$ cat src/rtl/cpu_subsys_ctrl_if.sv
// Host bus bundle for cpu_subsys_ctrl.
// address_i, data_i, rd_wr_i (1 = write) in; data_o registered read data out.
interface cpu_subsys_ctrl_if #(
  parameter int AW = 15,
  parameter int DW = 16
);
  logic [AW-1:0] address_i;
  logic [DW-1:0] data_i;
  logic          rd_wr_i;
  logic [DW-1:0] data_o;

  modport master (
    output address_i, data_i, rd_wr_i,
    input  data_o
  );

  modport slave (
    input  address_i, data_i, rd_wr_i,
    output data_o
  );
endinterface

$ cat src/rtl/cpu_subsys_ctrl.sv
// Soft-CPU subsystem control: host regs + RAM window, boot sequencer,
// vector remap, watchdog reboot, host/CPU write arbitration.
// Ports: clk_i, reset_i (async low), host bus (if), RAM port A,
// CPU bus in, cpu_reset_o/cpu_rdy_o/cpu_addr_trans_o/cpu_we_o/ram_b_we_o.
module cpu_subsys_ctrl #(
  parameter int unsigned BaseAddress   = 0,
  parameter int unsigned EndAddress    = 4099,
  parameter int unsigned address_width = 15,
  parameter int unsigned data_width    = 16,
  parameter int unsigned RAM_Size      = 4102,
  parameter int unsigned VectorCount   = 6,
  parameter int unsigned PowerOnHold   = 100,
  parameter int unsigned SettleCycles  = 3,
  parameter int unsigned WdogCycles    = 1000000,
  parameter logic [15:0] WdogKickAddr  = 16'h9F00
) (
  input  logic              clk_i,
  input  logic              reset_i,
  cpu_subsys_ctrl_if.slave  host,
  output logic [15:0]       ram_a_addr_o,
  output logic              ram_a_we_o,
  input  logic [7:0]        ram_a_dout_i,
  input  logic [15:0]       cpu_addr_i,
  input  logic              cpu_we_i,
  input  logic              io_claim_i,
  output logic              cpu_reset_o,
  output logic              cpu_rdy_o,
  output logic [15:0]       cpu_addr_trans_o,
  output logic              cpu_we_o,
  output logic              ram_b_we_o
);

  typedef enum logic [2:0] {
    HOLD   = 3'd0,
    RST    = 3'd1,
    SETTLE = 3'd2,
    RUN    = 3'd3
  } state_e;

  localparam int HoldW = $clog2(PowerOnHold + 1);
  localparam int SetW  = $clog2(SettleCycles + 1);
  localparam int WdW   = $clog2(WdogCycles + 1);

  localparam logic [HoldW-1:0] HoldLast = HoldW'(PowerOnHold - 1);
  localparam logic [SetW-1:0]  SetLast  = SetW'(SettleCycles - 1);
  localparam logic [WdW-1:0]   WdLoad   = WdW'(WdogCycles);
  localparam logic [31:0]      Span     = EndAddress - BaseAddress;
  localparam logic [16:0]      VecLo    = 17'h10000 - 17'(VectorCount);
  localparam logic [16:0]      RamTop   = 17'(RAM_Size);

  state_e           state_q, state_d;
  logic [HoldW-1:0] hold_q, hold_d;
  logic [SetW-1:0]  settle_q, settle_d;
  logic [WdW-1:0]   wdog_q, wdog_d;
  logic [2:0]       ctrl_q, ctrl_d;
  logic             trip_q, trip_d;
  logic [7:0]       boot_q, boot_d;
  logic             wen_q, wen_d;
  logic [7:0]       rd_q, rd_d;
  logic             ram_sel_q, ram_sel_d;

  logic [31:0] addr32, off;
  logic        in_win, is_ram, is_ctrl, is_stat, is_boot;
  logic        host_ram_we, collision;
  logic        soft_rst, pause, wen, running;
  logic        run_entry, kick, wd_active, wd_reload, expire;
  logic [16:0] vec_off;
  logic        unused_bits;

  // Out-of-range addresses below the base wrap to a huge offset,
  // so one unsigned compare covers both window bounds.
  assign addr32  = {{(32 - address_width){1'b0}}, host.address_i};
  assign off     = addr32 - BaseAddress;
  assign in_win  = off <= Span;
  assign is_ram  = in_win && off >= 32'd4;
  assign is_ctrl = in_win && off == 32'd0;
  assign is_stat = in_win && off == 32'd1;
  assign is_boot = in_win && off == 32'd2;

  assign host_ram_we  = is_ram & host.rd_wr_i;
  assign ram_a_we_o   = host_ram_we;
  assign ram_a_addr_o = is_ram ? 16'(off - 32'd4) : 16'd0;

  assign soft_rst = ctrl_q[0];
  assign pause    = ctrl_q[1];
  assign wen      = ctrl_q[2];
  assign running  = state_q == RUN;

  assign cpu_reset_o = (state_q == HOLD) | (state_q == RST);
  assign collision   = host_ram_we & cpu_we_i & running;
  assign cpu_rdy_o   = ~pause & ~cpu_reset_o & ~collision;
  assign cpu_we_o    = cpu_we_i & running & ~pause & ~collision;
  assign ram_b_we_o  = cpu_we_o & ~io_claim_i;

  assign vec_off = 17'h10000 - {1'b0, cpu_addr_i};
  assign cpu_addr_trans_o = ({1'b0, cpu_addr_i} >= VecLo)
                          ? 16'(RamTop - vec_off)
                          : cpu_addr_i;

  // Taken from state_q only, so expiry never feeds back into itself.
  assign run_entry = (state_q == SETTLE) && (settle_q == SetLast)
                   && !soft_rst;
  assign kick      = cpu_we_o && (cpu_addr_i == WdogKickAddr);
  assign wd_active = running & wen & ~pause;
  assign wd_reload = run_entry | (wen & ~wen_q) | kick;
  assign expire    = wd_active & ~wd_reload & (wdog_q <= WdW'(1));

  assign unused_bits = ^{host.data_i[data_width-1:4]};

  always_comb begin
    state_d  = state_q;
    hold_d   = hold_q;
    settle_d = '0;
    unique case (state_q)
      HOLD: begin
        if (hold_q == HoldLast) state_d = RST;
        else hold_d = hold_q + HoldW'(1);
      end
      RST: begin
        if (!soft_rst) state_d = SETTLE;
      end
      SETTLE: begin
        if (settle_q == SetLast) state_d = RUN;
        else settle_d = settle_q + SetW'(1);
      end
      RUN: ;
      default: state_d = HOLD;
    endcase
    if (state_q != HOLD && (soft_rst || expire)) state_d = RST;
  end

  always_comb begin
    wdog_d = wdog_q;
    if (wd_reload) wdog_d = WdLoad;
    else if (wd_active)
      wdog_d = (wdog_q <= WdW'(1)) ? '0 : wdog_q - WdW'(1);
  end

  always_comb begin
    ctrl_d    = ctrl_q;
    trip_d    = trip_q;
    boot_d    = boot_q + 8'(run_entry);
    wen_d     = wen;
    ram_sel_d = is_ram;
    if (is_ctrl && host.rd_wr_i) ctrl_d = host.data_i[2:0];
    if (expire) trip_d = 1'b1;
    else if (is_stat && host.rd_wr_i && host.data_i[3]) trip_d = 1'b0;
  end

  always_comb begin
    rd_d = '0;
    unique case (1'b1)
      is_ctrl: rd_d = {5'd0, ctrl_q};
      is_stat: rd_d = {3'd0, running, trip_q, state_q};
      is_boot: rd_d = boot_q;
      default: rd_d = '0;
    endcase
  end

  // RAM data is already a register output, so it is muxed in directly
  // to keep the same one-cycle latency as register reads.
  assign host.data_o = ram_sel_q
                     ? {{(data_width - 8){1'b0}}, ram_a_dout_i}
                     : {{(data_width - 8){1'b0}}, rd_q};

  always_ff @(posedge clk_i or negedge reset_i) begin
    if (!reset_i) begin
      state_q   <= HOLD;
      hold_q    <= '0;
      settle_q  <= '0;
      wdog_q    <= '0;
      ctrl_q    <= '0;
      trip_q    <= 1'b0;
      boot_q    <= '0;
      wen_q     <= 1'b0;
      rd_q      <= '0;
      ram_sel_q <= 1'b0;
    end else begin
      state_q   <= state_d;
      hold_q    <= hold_d;
      settle_q  <= settle_d;
      wdog_q    <= wdog_d;
      ctrl_q    <= ctrl_d;
      trip_q    <= trip_d;
      boot_q    <= boot_d;
      wen_q     <= wen_d;
      rd_q      <= rd_d;
      ram_sel_q <= ram_sel_d;
    end
  end

endmodule

$ cat src/flat_wrapper.sv
// flat-port wrapper written by rule: the top's interface ports become plain ports
module cpu_subsys_ctrl_flat 
#(
  parameter int unsigned BaseAddress   = 0,
  parameter int unsigned EndAddress    = 4099,
  parameter int unsigned address_width = 15,
  parameter int unsigned data_width    = 16,
  parameter int unsigned RAM_Size      = 4102,
  parameter int unsigned VectorCount   = 6,
  parameter int unsigned PowerOnHold   = 100,
  parameter int unsigned SettleCycles  = 3,
  parameter int unsigned WdogCycles    = 1000000,
  parameter logic [15:0] WdogKickAddr  = 16'h9F00
)
  (clk_i, reset_i, ram_a_addr_o, ram_a_we_o, ram_a_dout_i, cpu_addr_i, cpu_we_i, io_claim_i, cpu_reset_o, cpu_rdy_o, cpu_addr_trans_o, cpu_we_o, ram_b_we_o, host_address_i, host_data_i, host_rd_wr_i, host_data_o);
  cpu_subsys_ctrl_if #(.AW(15), .DW(16)) host_i ();
  input  logic clk_i;
  input  logic reset_i;
  output logic [15:0] ram_a_addr_o;
  output logic ram_a_we_o;
  input  logic [7:0] ram_a_dout_i;
  input  logic [15:0] cpu_addr_i;
  input  logic cpu_we_i;
  input  logic io_claim_i;
  output logic cpu_reset_o;
  output logic cpu_rdy_o;
  output logic [15:0] cpu_addr_trans_o;
  output logic cpu_we_o;
  output logic ram_b_we_o;
  input wire logic [$bits(host_i.address_i)-1:0] host_address_i;
  input wire logic [$bits(host_i.data_i)-1:0] host_data_i;
  input wire logic [$bits(host_i.rd_wr_i)-1:0] host_rd_wr_i;
  output wire logic [$bits(host_i.data_o)-1:0] host_data_o;
  assign host_i.address_i = host_address_i;
  assign host_i.data_i = host_data_i;
  assign host_i.rd_wr_i = host_rd_wr_i;
  assign host_data_o = host_i.data_o;
  cpu_subsys_ctrl #(.BaseAddress(BaseAddress), .EndAddress(EndAddress), .address_width(address_width), .data_width(data_width), .RAM_Size(RAM_Size), .VectorCount(VectorCount), .PowerOnHold(PowerOnHold), .SettleCycles(SettleCycles), .WdogCycles(WdogCycles), .WdogKickAddr(WdogKickAddr)) u_core (.clk_i(clk_i), .reset_i(reset_i), .host(host_i), .ram_a_addr_o(ram_a_addr_o), .ram_a_we_o(ram_a_we_o), .ram_a_dout_i(ram_a_dout_i), .cpu_addr_i(cpu_addr_i), .cpu_we_i(cpu_we_i), .io_claim_i(io_claim_i), .cpu_reset_o(cpu_reset_o), .cpu_rdy_o(cpu_rdy_o), .cpu_addr_trans_o(cpu_addr_trans_o), .cpu_we_o(cpu_we_o), .ram_b_we_o(ram_b_we_o));
endmodule
$ cat config.mk
export PLATFORM = sky130hd
export DESIGN_NAME = cpu_subsys_ctrl_flat
export DESIGN_NICKNAME = d
export VERILOG_FILES = /design/src/rtl/cpu_subsys_ctrl_if.sv /design/src/rtl/cpu_subsys_ctrl.sv /design/src/flat_wrapper.sv
export SDC_FILE = /design/constraint.sdc
export NUM_CORES = 1
export LEC_CHECK = 0
export ABC_AREA = 1
export BUFFER_PORTS_ARGS = -buffer_cell sky130_fd_sc_hd__clkbuf_2
export CAP_MARGIN = 20
export CORE_MARGIN = 2
export CORE_UTILIZATION = 52
export CTS_BUF_LIST = sky130_fd_sc_hd__clkbuf_8 sky130_fd_sc_hd__clkbuf_16
export DETAILED_ROUTE_END_ITERATION = 16
export GPL_TIMING_DRIVEN = 0
export PLACE_DENSITY = 0.81
export REMOVE_ABC_BUFFERS = 1
export SYNTH_ARGS = -nofsm -noshare
export SYNTH_HDL_FRONTEND = slang
export SYNTH_SLANG_ARGS = --single-unit
$ cat constraint.sdc
create_clock -name clk_i -period 2.5 [get_ports clk_i]
set_clock_uncertainty 0.15 [all_clocks]
set_input_delay 0.125 -clock clk_i [delete_from_list [all_inputs] [get_ports clk_i]]
set_output_delay 0.125 -clock clk_i [all_outputs]
set_load 0.02 [all_outputs]
Yosys cells after proc, flatten, opt, wreduce, memory -nomap -nowiden:

Cells that the tools add are included.

* register bits: 54
* output and inout bits: 53
* word-level logic and storage cells: 93

* $add $sub $neg: 7
* $lt $le $gt $ge: 4
* equality and inequality tests: 12
* mux-type cells: 16
* bitwise logic cells: 24
* reduce and logical (&&, ||, !) cells: 20

Operator list (number)
* $mux W20: 3
* $logic_not A32 Y1: 1
* $mux W16: 2
* $pmux W8 S3: 1
* $le A20 B1 Y1 const B: 1
* $sub A20 B1 Y20 const B: 1
* $eq A16 B16 Y1 const B: 1
* $ge A16 B16 Y1 const B: 1
* $sub A1 B16 Y16 const A: 1
* $sub A13 B16 Y16 const A: 1
* $sub A15 B3 Y16 const B: 1
* $eq A15 B1 Y1 const B: 1
* $eq A15 B2 Y1 const B: 1
* $ge A15 B3 Y1 const B: 1
* $le A15 B13 Y1 const B: 1
* $and A1 B1 Y1: 14
* $mux W3: 4
* $pmux W3 S4: 1
* $logic_and A1 B1 Y1: 11
* $ne A3 B3 Y1 const B: 3
* $add A8 B1 Y8: 1
* $mux W8: 1
* $add A7 B1 Y7 const B: 1
* $eq A7 B7 Y1 const B: 1
* 16 further kinds: 28

Longest topological paths before layout:

Gate-level depths: netlist of run 1.

* depth in word-level cells: 16
* gate-level depth with buffers: 13

Worst setup path after synthesis of run 1:

Ideal clock, no wire load.

* kind: reg2reg
* from: register u_core.state_q[0]
* to: register u_core.boot_q[6]
* setup time: 0.079 ns
* arrival: 1.705 ns
* data required time: 2.271 ns
* setup slack: 0.566 ns
* stages on the path, launching flop included: 10
* buffers on the path: 0
* period minus slack after synthesis: 1.934 ns
* cell sequence: dfrtp_1 -> inv_1 -> ha_1 -> inv_1 -> nor3_1 -> ha_1 -> ha_1 -> nand3_1 -> nor3_1 -> xor2_1

* longest elaborated chain between the ends: 4

Ends and longest elaborated chain
* start: declaration: line cpu_subsys_ctrl.sv:51 `state_e state_q, state_d;`
* start signal: assignment: line cpu_subsys_ctrl.sv:179 `state_q <= state_d;`
* $eq A3 B2 Y1: line cpu_subsys_ctrl.sv:101 `assign run_entry = (state_q == SETTLE) && (settle_q == SetLast)`
* $logic_and A1 B1 Y1: line cpu_subsys_ctrl.sv:101
* $logic_and A1 B1 Y1: line cpu_subsys_ctrl.sv:102 `&& !soft_rst;`
* $add A8 B1 Y8: line cpu_subsys_ctrl.sv:142 `boot_d = boot_q + 8'(run_entry);`
* named net u_core.boot_d[6]: line cpu_subsys_ctrl.sv:57 `logic [7:0] boot_q, boot_d;`
* end signal: assignment: line cpu_subsys_ctrl.sv:185 `boot_q <= boot_d;`
* end: declaration: line cpu_subsys_ctrl.sv:57

The timed path passes the listed nets, and every way through them passes these cells.
A chain may end at the register's enable or synchronous reset.

Final worst setup path of run 1:

* from: register u_core.wdog_q[0]
* to: register u_core.state_q[1]

* longest elaborated chain between the ends: 6
* elaborated cells between the ends (all ways): 10
* classes of those cells: order compare: 1; eq/ne: 4; mux: 1; bitwise: 1; reduce/logical: 3

Ends and longest elaborated chain
* start: declaration: line cpu_subsys_ctrl.sv:54 `logic [WdW-1:0] wdog_q, wdog_d;`
* start signal: assignment: line cpu_subsys_ctrl.sv:182 `wdog_q <= wdog_d;`
* $le A20 B1 Y1 (*): line cpu_subsys_ctrl.sv:106 `assign expire = wd_active & ~wd_reload & (wdog_q <= WdW'(1));`
* $and A1 B1 Y1 (*): line cpu_subsys_ctrl.sv:106
* $logic_or A1 B1 Y1 (*): line cpu_subsys_ctrl.sv:129 `if (state_q != HOLD && (soft_rst || expire)) state_d = RST;`
* $logic_and A1 B1 Y1 (*): line cpu_subsys_ctrl.sv:129
* $ne A3 B3 Y1 (no source line) or $ne A2 B2 Y1 (tied branches)
* $reduce_and A4 Y1 (no source line)

Mark *: on every way between the ends. The rest lies on a longest branch, timed or not.

==> results of run 1 <==
## cells in the mapped netlist, drive strengths merged, types with 2 or more instances
library cell	n	area share, %
a21oi	14	2.4
buf	11	2.5
clkbuf	2	0.20
dfrtp	53	36
ha	13	4.4
inv	70	7.1
mux2	9	2.7
nand2	72	8.4
nand3	31	5.5
nand4	14	2.4
nor2	96	11
nor3	12	1.8
nor4	5	0.84
o21ai	17	3.2
o221ai	2	0.47
o22ai	3	0.51
or2	3	0.51
xnor2	9	2.1
xor2	26	6.1
## worst max-delay path, stage by stage (launching register included)
cell                      delay, ns
sky130_fd_sc_hd__dfrtp_1       0.40
sky130_fd_sc_hd__inv_1         0.12
sky130_fd_sc_hd__ha_1          0.25
sky130_fd_sc_hd__nand2_1       0.14
sky130_fd_sc_hd__nor2_1        0.20
sky130_fd_sc_hd__nand2_1       0.13
sky130_fd_sc_hd__inv_2         0.08
sky130_fd_sc_hd__nand2_1       0.08
sky130_fd_sc_hd__a21oi_1       0.23
sky130_fd_sc_hd__nand4_1       0.17
sky130_fd_sc_hd__nand2_1       0.17
sky130_fd_sc_hd__a21oi_1       0.08
## per-stage QoR
stage,instance area [um2],cells
CTS,4420,666
finish,4420,666
global placement,4210,652
floorplan,3630,464
detailed placement,4230,653
global route,4420,666
## worst max path at each step
stage	startpoint	end	slack, ns	cells after the start
after CTS	u_core.wdog_q[0]	u_core.state_q[0]	0.21	12
after floorplan	u_core.state_q[0]	u_core.wdog_q[17]	0.56	9
after detailed placement	u_core.wdog_q[0]	u_core.state_q[1]	0.23	11
after global routing	u_core.wdog_q[0]	u_core.state_q[0]	0.006	12
after global placement	u_core.wdog_q[0]	u_core.state_q[1]	0.28	11
final	u_core.wdog_q[0]	u_core.state_q[1]	0.19	11
## power by group through the flow
stage                     sequential, mW  combinational (mW)  clock, mW
after detailed placement           0.876               0.207          0
after floorplan                    0.876               0.103          0
after CTS                          0.859               0.214      0.701
after global placement             0.876               0.198          0
final                              0.859               0.213      0.691
after global routing               0.860               0.234      0.738
## logic make-up (layout without fill, tap and decap cells)
| family | after synthesis | count (layout) |
|---|---|---|
| compound gates | 42 | 42 |
| xor+xnor | 35 | 35 |
| fa+ha+maj | 13 | 13 |
| buf+inv | 83 | 176 |
| flops | 53 | 53 |
| mux | 9 | 9 |
| other cells | 1 | 8 |
| simple gates | 234 | 234 |
## registers in the layout, summed over array words and instances, names as in the netlist
| signal | cells |
|---|---|
| u_core.trip_q | 1 |
| u_core.wdog_q | 20 |
| u_core.hold_q | 7 |
| u_core.state_q | 2 |
| u_core.rd_q | 8 |
| u_core.settle_q | 2 |
| u_core.ctrl_q | 3 |
| u_core.ram_sel_q | 1 |
| u_core.boot_q | 8 |
| u_core.wen_q | 1 |
## timing repair
item / 4_1_cts / 5_1_grt
endpoints found under the hold margin: 22 / 0
hold buffers: 5 / 0
setup endpoints to repair: 0 / 0
buffers inserted: 0 / 0
## metal layers
| layer | wire length (um) | share of wire [%] | global-route usage, % | vias up |
|---|---|---|---|---|
| li1 | - | - | - | 1687 |
| met3 | 373 | 4.6 | 3.82 | 15 |
| met5 | 0 | 0 | 0 | - |
| met2 | 4120 | 51 | 39.8 | 99 |
| met4 | 116 | 1.4 | 8.68 | 0 |
| met1 | 3550 | 43 | 26.1 | 1547 |
## cell usage in the layout, fill, tap and decap left out, types with 11 or more instances in the layout
cell / n
sky130_fd_sc_hd__nand4_1: 14
sky130_fd_sc_hd__nor3_1: 11
sky130_fd_sc_hd__ha_1: 13
sky130_fd_sc_hd__inv_1: 64
sky130_fd_sc_hd__nand3_1: 26
sky130_fd_sc_hd__nand2_1: 61
sky130_fd_sc_hd__nor2_1: 86
sky130_fd_sc_hd__clkbuf_2: 92
sky130_fd_sc_hd__dfrtp_1: 53
sky130_fd_sc_hd__xor2_1: 26
## cell type report
| cell class | count | area (um2) |
|---|---|---|
| Fill cell | 586 | 2410 |
| Multi-Input combinational cell | 341 | 2040 |
| Sequential cell | 53 | 1330 |
| Timing Repair Buffer | 98 | 531 |
| Inverter | 70 | 263 |
| Tap cell | 96 | 120 |
| Clock buffer | 5 | 68.8 |
| Clock inverter | 3 | 68.8 |
==> run_results.csv, run 1 <==
group,metric,value,unit
logic_synthesis,combinational_family_with_the_most_area_after_synthesis,"simple AND/OR/NAND/NOR gates",
logic_synthesis,async_reset_ff_share,100,%
clock_tree,tritoncts,"yes",
logic_synthesis,synth.area.mux_share,2.74,%
power_and_ir_drop,powerDensity,399,nW/um2
worst_setup_path,timing.rr.start,"u_core.wdog_q[0]",
logic_synthesis,post_synthesis_share_of_cell_area_spent_on_and_or_nand_and_nor_gates,30.9,%
floorplanning,die-width,88.4,um
sta,final-hold-violation-count,0,
sta,finalWorstSetupSlack,0.188,ns
drt,via_count,3348,
worst_setup_path,timing.critical_path.fanout_max,4,
power_and_ir_drop,clock_power_share,39.2,%
power_and_ir_drop,power.combinational.fraction,12.1,%
sta,maxClockFrequency,433,MHz
flow_run,max_cap_violations,0,
logic_synthesis,synth_cell_types,42,
power_and_ir_drop,post-layout-total-power,1.76,mW
worst_hold_path,timing.hold.worst_endpoint,"u_core.trip_q",
logic_synthesis,mappedNetlistArea,3700,um2
logic_synthesis,synthXorXnorAreaFrac,8.28,%
global_routing,grt_use_total,22.1,%
drt,wl,8170,um
worst_setup_path,timing.reg2reg.worst_path_depth,11,
worst_setup_path,end_kind,"flop",
place,io_buffer_count,92,
clock_tree,clk_latency,0.31,ns
outcome,outcome,"finished, final reports clean",
drt,wl_per_cell,12.3,um
cells_and_area,area_delta_synth_final,19.3,%
cells_and_area,final_layout_size_suffix_gt1_share,28.1,%
worst_hold_path,hold_path.startpoint,"host_rd_wr_i",
power_and_ir_drop,power.sequential.fraction,48.7,%
logic_synthesis,synth-compound-area-share,8.01,%
sta,finalSetupTns,0,ns
sta,final.period_utilization,92.5,%
drt,drtPass1Iterations,4,
power_and_ir_drop,power_switching,0.426,mW
worst_setup_path,data_arrival_critical_path,2.36,ns
worst_setup_path,worstPathRequired,2.55,ns
clock_tree,tritoncts_num_sinks,53,
worst_setup_path,setup.worst_path.start_class,"flop",
sta,slew_violations,0,
logic_synthesis,post_synth_fa_ha_maj_area_fraction,4.39,%
sta,layout_min_cycle_time,2.31,ns
clock_tree,cts-resized-gates,0,
power_and_ir_drop,power_switching_share,24.1,%
clock_tree,worst_setup_hold_path_clk_slew,0.10,ns
logic_synthesis,synthesis.area_per_instance,7.88,um2
sta,timing_worst_slew_pin_value,0.571,ns
logic_synthesis,synthCells,470,
drt,antenna_left,0,
logic_synthesis,synth_edf_count,0,
worst_hold_path,worstHoldPathType,"in2reg",
cells_and_area,utilization,64.7,%
floorplanning,pin_count,113,
global_routing,grt_first_pass_wirelength,13800,um
logic_synthesis,ys_ff_latch,53,
drt,number_of_vias_per_cell_after_detailed_routing,5.03,
worst_setup_path,regToRegEndpoint,"u_core.state_q[1]",
floorplanning,initial_utilization,54.2,%
power_and_ir_drop,worst_ir_drop_vdd,0.000226,V
clock_tree,tritoncts.num_buffers,5,
logic_synthesis,synth_seq_area_share,35.8,%
place,dpl.hpwl,6570,um
drt,drtIter0Drc,144,
power_and_ir_drop,cellLeakagePower,2.28,nW
power_and_ir_drop,p_int,1.34,mW
sta,smallest_hold_slack,0.0121,ns
worst_setup_path,reg2reg_setup_slack,0.19,ns
cells_and_area,nNetsFinal,642,
global_routing,grt_max_degree,36,
cells_and_area,diodes,0,
clock_tree,clk_path_buf_depth,2,
place,preCtsSetupSlack,0.231,ns
sta,slew_headroom,61.8,%
worst_hold_path,hold_path_depth,4,
drt,remaining_drc_errors,0,
floorplanning,core-area,6830,um2
clock_tree,cts_max_level,2,
floorplanning,fp.dieArea,7810,um2
logic_synthesis,postSynth.topFlopCell,"sky130_fd_sc_hd__dfrtp_1",
place,gpl.final_weighted_congestion,0.913,
worst_setup_path,critical_path_class,"reg2reg",
sta,grt_setup_unrepaired,"false",
floorplanning,chip_height,88.4,um
global_routing,grt_pass1_vias,3280,
logic_synthesis,yosysWarnings,0,
global_routing,grt_overflow,0,
floorplanning,rows,30,
clock_tree,clk_root_buffer_cell,"sky130_fd_sc_hd__clkbuf_8",
global_routing,antenna_violations_before_repair,0,
sta,timing.final.setup_violations,0,
Power figures use the tool's default switching activity.
==> run 2, diff against run 1 <==
CORE_ASPECT_RATIO = 0.7   (was unset)
CORE_UTILIZATION = 47   (was 52)
PLACE_DENSITY = 0.77   (was 0.81)
clock period = 2.1 ns   (was 2.5 ns; I/O delays follow)
==> run 2 against run 1 <==
Setup slack got worse by 0.073 ns. Cell area up 5.0%. Core utilization shrank 5.0 points. First-iteration DRC count up 38%. Register-to-register slack worse by 0.07 ns. Maximum frequency increased by 16%. Count of clock-buffer cells in the layout stayed put. Critical path type unchanged. Largest cell class unchanged.
==> run_results.csv, run 2 (synthesis gave the netlist of run 1 again) <==
group,metric,value,unit
outcome,outcome,"finished, final reports clean",
drt,drtIter0Drc,198,
power_and_ir_drop,clock_power_share,41.8,%
worst_setup_path,timing.critical_path.fanout_max,6,
place,placement.cell_area,4240,um2
power_and_ir_drop,power.sequential.fraction,46.6,%
power_and_ir_drop,powerDensity,474,nW/um2
global_routing,grt_max_degree,37,
sta,slew_headroom,63.5,%
drt,wl,9070,um
power_and_ir_drop,cellLeakagePower,2.39,nW
floorplanning,core-area,7770,um2
drt,drtPass1Iterations,5,
worst_setup_path,worstPathRequired,2.13,ns
sta,final.period_utilization,94.5,%
clock_tree,worst_setup_hold_path_clk_slew,0.07,ns
worst_setup_path,cp_common_cell,"sky130_fd_sc_hd__nand2_1",
sta,grt_setup_unrepaired,"true",
global_routing,grt_use_total,21.8,%
power_and_ir_drop,worst_ir_drop_vdd,0.000311,V
floorplanning,pin_count,113,
worst_setup_path,critical_path.cell_chain,"nor2_1, nand2_1, inv_1, nand4_1, o21ai_4, inv_2, nand3_1, nand2_1, o21a_1",
floorplanning,rows,27,
power_and_ir_drop,p_int,1.67,mW
global_routing,grt_first_pass_wirelength,15000,um
drt,wl_per_cell,13.3,um
global_routing,grt_pass1_vias,3257,
cells_and_area,diodes,0,
sta,finalSetupTns,0,ns
sta,finalWorstSetupSlack,0.115,ns
sta,layout_min_cycle_time,1.99,ns
cells_and_area,commonest_cells_after_routing_fill_and_taps_aside,"sky130_fd_sc_hd__clkbuf_2 (92), sky130_fd_sc_hd__nor2_1 (80), sky130_fd_sc_hd__inv_1 (61)",
worst_setup_path,reg2reg_setup_slack,0.11,ns
worst_hold_path,worstHoldPathType,"in2reg",
sta,timing_worst_slew_pin_value,0.545,ns
place,dpl.hpwl,7030,um
cells_and_area,final_layout_size_suffix_gt1_share,32.8,%
place,io_buffer_count,92,
cells_and_area,nNetsFinal,655,
drt,via_count,3473,
cells_and_area,largest_reg_flops,20,
sta,final-hold-violation-count,0,
cells_and_area,area_delta_synth_final,25.2,%
floorplanning,chip_height,78.3,um
drt,antenna_left,0,
clock_tree,clk_root_buffer_cell,"sky130_fd_sc_hd__clkbuf_16",
worst_setup_path,timing.critical_path.slowest_cell_delay,0.43,ns
global_routing,antenna_violations_before_repair,0,
worst_setup_path,end_kind,"flop",
worst_setup_path,setup.worst_path.start_class,"flop",
floorplanning,die-width,110,um
clock_tree,clk_path_buf_depth,2,
sta,timing.final.setup_violations,0,
cells_and_area,layout.cells.most_common,"sky130_fd_sc_hd__clkbuf_2",
power_and_ir_drop,power_switching,0.523,mW
power_and_ir_drop,power_switching_share,23.8,%
clock_tree,tritoncts_num_sinks,53,
clock_tree,tritoncts,"yes",
drt,number_of_vias_per_cell_after_detailed_routing,5.08,
worst_setup_path,data_arrival_critical_path,2.01,ns
floorplanning,fp.dieArea,8620,um2
cells_and_area,postLayoutCellArea,4640,um2
cells_and_area,largest_regs,"u_core.wdog_q x20, u_core.boot_q x8, u_core.rd_q x8",
place,preCtsSetupSlack,-0.222,ns
flow_run,max_cap_violations,0,
worst_setup_path,worst_path_max_delay_cell,"sky130_fd_sc_hd__dfrtp_1",
cells_and_area,regMostFlops,"u_core.wdog_q",
drt,remaining_drc_errors,0,
global_routing,grt_overflow,0,
power_and_ir_drop,power.combinational.fraction,11.6,%
clock_tree,clk_latency,0.29,ns
worst_setup_path,critical_path_class,"reg2reg",
clock_tree,tritoncts.num_buffers,5,
place,gpl.final_weighted_congestion,0.945,
sta,maxClockFrequency,504,MHz
sta,slew_violations,0,
floorplanning,initial_utilization,47.7,%
clock_tree,cts_max_level,2,
==> run 2: through the flow <==
stage	hold slack, ns	instances	util (%)	power [mW]
after floorplan	-0.341	464	-	1.17
after global placement	0.210	657	54.3	1.28
after detailed placement	-0.0728	658	54.5	1.29
after CTS	0.0144	671	57.8	2.21
after global routing	0.0405	684	59.7	2.29
final	0.0194	684	59.7	2.20
==> run 2: power by group through the flow <==
stage	Clock [mW]	Sequential, mW	Combinational [mW]
after floorplan	0	1.04	0.123
after global placement	0	1.04	0.237
after detailed placement	0	1.04	0.248
after CTS	0.934	1.02	0.257
after global routing	0.983	1.02	0.283
final	0.918	1.02	0.256
==> run 2: final cells by class <==
cell class              count  area, um2
fillers                   714       3130
multi-input cells         341       2110
flip-flops and latches     53       1330
repair buffers            111        641
inverters                  70        263
well taps                 101        126
clock buffers               5        125
clock inverters             3       42.5
==> run 2: final timing paths <==
kind                                        from           endpoint  depth (start not counted)
max in group asynchronous                reset_i   u_core.hold_q[1]                          3
worst max register to register  u_core.wdog_q[3]  u_core.wdog_q[17]                          9
worst max-delay path            u_core.wdog_q[3]  u_core.wdog_q[17]                          9
worst min-delay path                host_rd_wr_i      u_core.trip_q                          4
min in group asynchronous                reset_i   u_core.boot_q[6]                          2
worst min register to register  u_core.ctrl_q[2]       u_core.wen_q                          0
==> run 2: what timing repair did <==
item / 4_1_cts / 5_1_grt
hold buffers: 5 / 0
gates resized for setup: 10 / 13
cloned: 0 / 0
pin swaps: 4 / 6
hold endpoints to repair: 21 / 0
setup buffers: 0 / 13
setup endpoints to repair: 21 / 22
==> run 2: metal layers <==
layer	GRT usage (%)	vias up	routed length, um
li1	-	1712	-
met1	31.4	1644	4070
met2	34.8	108	4400
met3	3.16	9	533
met4	4.75	0	68
met5	0	-	0
==> run 2: worst max-delay path, delay by kind of cell, from the launching register on <==
family / cells / cell delay [ns]
AO/OA/AOI/OAI: 2 / 0.40
AND/OR/NAND/NOR: 5 / 0.69
buffers and inverters: 2 / 0.21
flip-flops: 1 / 0.43
==> run 3, diff against run 2 <==
CORE_UTILIZATION = 52   (was 47)
PLACE_DENSITY = 0.81   (was 0.77)
clock period = 2.14 ns   (was 2.1 ns; I/O delays follow)
==> run 3 against run 2 <==
Clock power is 36% lower. Global-route usage is 0.63 points higher. Count of clock-buffer cells in the layout stayed put. Maximum frequency is 5.7% lower. Critical path depth stayed put. Non-clock buffer count is 1 higher. Largest cell class unchanged. Die area is 9.2% lower. Register-to-register slack worse by 0.08 ns. Power is 16% lower. Critical path type unchanged. First-iteration DRC count is 5.1% higher.
==> run_results.csv, run 3 (synthesis gave the netlist of run 1 again) <==
group,metric,value,unit
clock_tree,tritoncts,"yes",
power_and_ir_drop,post-layout-total-power,1.84,mW
sta,timing.final.setup_violations,0,
floorplanning,initial_utilization,54.3,%
place,dpl.hpwl,6890,um
sta,timing_worst_slew_pin_value,0.570,ns
sta,final.period_utilization,98.3,%
worst_setup_path,data_arrival_critical_path,2.16,ns
place,gpl.final_weighted_congestion,0.970,
cells_and_area,nNetsFinal,656,
sta,final-hold-violation-count,0,
worst_setup_path,setup.worst_path.start_class,"flop",
place,io_buffer_count,92,
drt,remaining_drc_errors,0,
worst_setup_path,timing.critical_path.slowest_cell_delay,0.45,ns
clock_tree,clk_path_buf_depth,2,
floorplanning,die-width,105,um
place,placement.cell_area,4230,um2
drt,drtPass1Iterations,4,
cells_and_area,fill_cells,565,
sta,slew_violations,0,
worst_hold_path,timing.hold.worst_endpoint,"u_core.rd_q[3]",
sta,maxClockFrequency,475,MHz
drt,via_count,3422,
sta,grt_setup_unrepaired,"true",
global_routing,grt_first_pass_wirelength,14100,um
power_and_ir_drop,worst_ir_drop_vdd,0.000296,V
cells_and_area,final_layout_size_suffix_gt1_share,32.7,%
clock_tree,clk_root_buffer_cell,"sky130_fd_sc_hd__clkbuf_8",
drt,number_of_vias_per_cell_after_detailed_routing,5.05,
floorplanning,core-area,6820,um2
cells_and_area,commonest_cells_after_routing_fill_and_taps_aside,"sky130_fd_sc_hd__clkbuf_2 (92), sky130_fd_sc_hd__nor2_1 (81), sky130_fd_sc_hd__inv_1 (61)",
global_routing,grt_overflow,0,
floorplanning,pin_count,113,
drt,drtIter0Drc,208,
worst_setup_path,timing.rr.start,"u_core.wdog_q[12]",
floorplanning,rows,25,
worst_hold_path,worstHoldPathType,"in2reg",
worst_setup_path,timing.critical_path.fanout_max,4,
drt,antenna_left,0,
sta,layout_min_cycle_time,2.10,ns
outcome,outcome,"finished, final reports clean",
clock_tree,clk_latency,0.31,ns
cells_and_area,diodes,0,
global_routing,grt_use_total,22.4,%
worst_setup_path,worstPathRequired,2.20,ns
clock_tree,tritoncts_num_sinks,53,
worst_setup_path,regToRegEndpoint,"u_core.wdog_q[13]",
global_routing,grt_pass1_vias,3089,
cells_and_area,largest_regs,"u_core.wdog_q x20, u_core.boot_q x8, u_core.rd_q x8",
power_and_ir_drop,cellLeakagePower,2.36,nW
clock_tree,cts_max_level,2,
flow_run,max_cap_violations,0,
worst_setup_path,worst_path_max_delay_cell,"sky130_fd_sc_hd__dfrtp_2",
worst_hold_path,hold_path_depth,4,
clock_tree,tritoncts.num_buffers,5,
cells_and_area,layout.cells.most_common,"sky130_fd_sc_hd__clkbuf_2",
global_routing,grt_max_degree,33,
worst_setup_path,critical_path_class,"reg2reg",
worst_setup_path,critical_path.cell_chain,"nor2_2, nand2_1, nor2_1, nand4_1, buf_4, o21ai_0, nand4_1, nand4_1, nand2_1",
worst_hold_path,hold_path.startpoint,"host_address_i[1]",
cells_and_area,postLayoutCellArea,4570,um2
cells_and_area,area_delta_synth_final,23.5,%
sta,slew_headroom,62.0,%
power_and_ir_drop,powerDensity,403,nW/um2
worst_setup_path,end_kind,"flop",
clock_tree,worst_setup_hold_path_clk_slew,0.10,ns
drt,wl,8940,um
cells_and_area,largest_reg_flops,20,
floorplanning,chip_height,74.6,um
floorplanning,fp.dieArea,7820,um2
cells_and_area,regMostFlops,"u_core.wdog_q",
worst_setup_path,reg2reg_setup_slack,0.04,ns
global_routing,antenna_violations_before_repair,0,
worst_setup_path,timing.reg2reg.worst_path_depth,9,
drt,wl_per_cell,13.2,um
worst_setup_path,cp_common_cell,"sky130_fd_sc_hd__nand4_1",
[run 3: changes by cell type in the layout (fill, tap and decap cells not counted), sizes merged]
cell / previous run / this run
bufinv: 1 / 0
clkinvlp: 0 / 1
dlygate4sd3: 5 / 6
[run 3: worst max-delay path: cells and delay by family (launching register included)]
kind | cells | cell delay [ns]
simple gates | 7 | 1.08
flops | 1 | 0.45
compound gates | 1 | 0.10
buf+inv | 1 | 0.22
[run 3: area by class of cell]
| class | count | area (um2) | area share (%) |
|---|---|---|---|
| well taps | 94 | 118 | 2.57 |
| inverters | 70 | 263 | 5.75 |
| clock inverters | 3 | 25.0 | 0.547 |
| repair buffers | 112 | 651 | 14.2 |
| flip-flops and latches | 53 | 1330 | 29.0 |
| multi-input cells | 341 | 2120 | 46.4 |
| clock buffers | 5 | 68.8 | 1.50 |
[run 3: how the worst max path moves through the flow]
| stage | from | endpoint | slack [ns] | depth (start not counted) |
|---|---|---|---|---|
| 6_report | u_core.wdog_q[12] | u_core.wdog_q[13] | 0.04 | 9 |
| 5_1_grt | u_core.wdog_q[12] | u_core.wdog_q[13] | -0.08 | 9 |
| 4_1_cts | u_core.state_q[0] | u_core.boot_q[6] | 0.004 | 9 |
| 3_5_place_dp | u_core.wdog_q[0] | u_core.state_q[1] | -0.21 | 11 |
| 3_3_place_gp | u_core.wdog_q[0] | u_core.state_q[1] | -0.18 | 11 |
| 2_1_floorplan | u_core.state_q[0] | u_core.wdog_q[17] | 0.20 | 9 |
[run 3: through the flow]
step           TNS, ns  worst slack (ns)  util (%)  hold WS [ns]  std cells
3_5_place_dp     -2.04            -0.210      62.0       -0.0237        651
6_report             0            0.0354      67.1        0.0144        678
4_1_cts              0           0.00392      64.7       0.00110        665
2_1_floorplan        0             0.198         -        -0.339        464
3_3_place_gp     -1.44            -0.181      61.7         0.210        650
5_1_grt         -0.337           -0.0775      67.1        0.0259        678
[run 3: routing by layer]
metal	track usage [%]	vias up	part of all wire (%)	wire length, um
met3	3.98	8	4.4	396
met4	4.30	0	0.62	55
li1	-	1712	-	-
met2	36.9	80	46	4130
met5	0	-	0	0
met1	32.0	1622	49	4360
[run 3: power by group]
part	total [mW]	switching (mW)	leakage (nW)	internal, mW
clock	0.590	0.353	0.0447	0.237
combinational	0.251	0.160	1.64	0.0906
sequential	1.00	0.00229	0.676	1.00
total	1.84	0.516	2.36	1.33
[run 3: what timing repair did]
item | 4_1_cts | 5_1_grt
resized for setup | 9 | 14
endpoints found under the hold margin | 25 | 0
pin swaps | 2 | 9
endpoints found under the setup margin | 19 | 23
buffers inserted | 0 | 13
hold buffers | 6 | 0
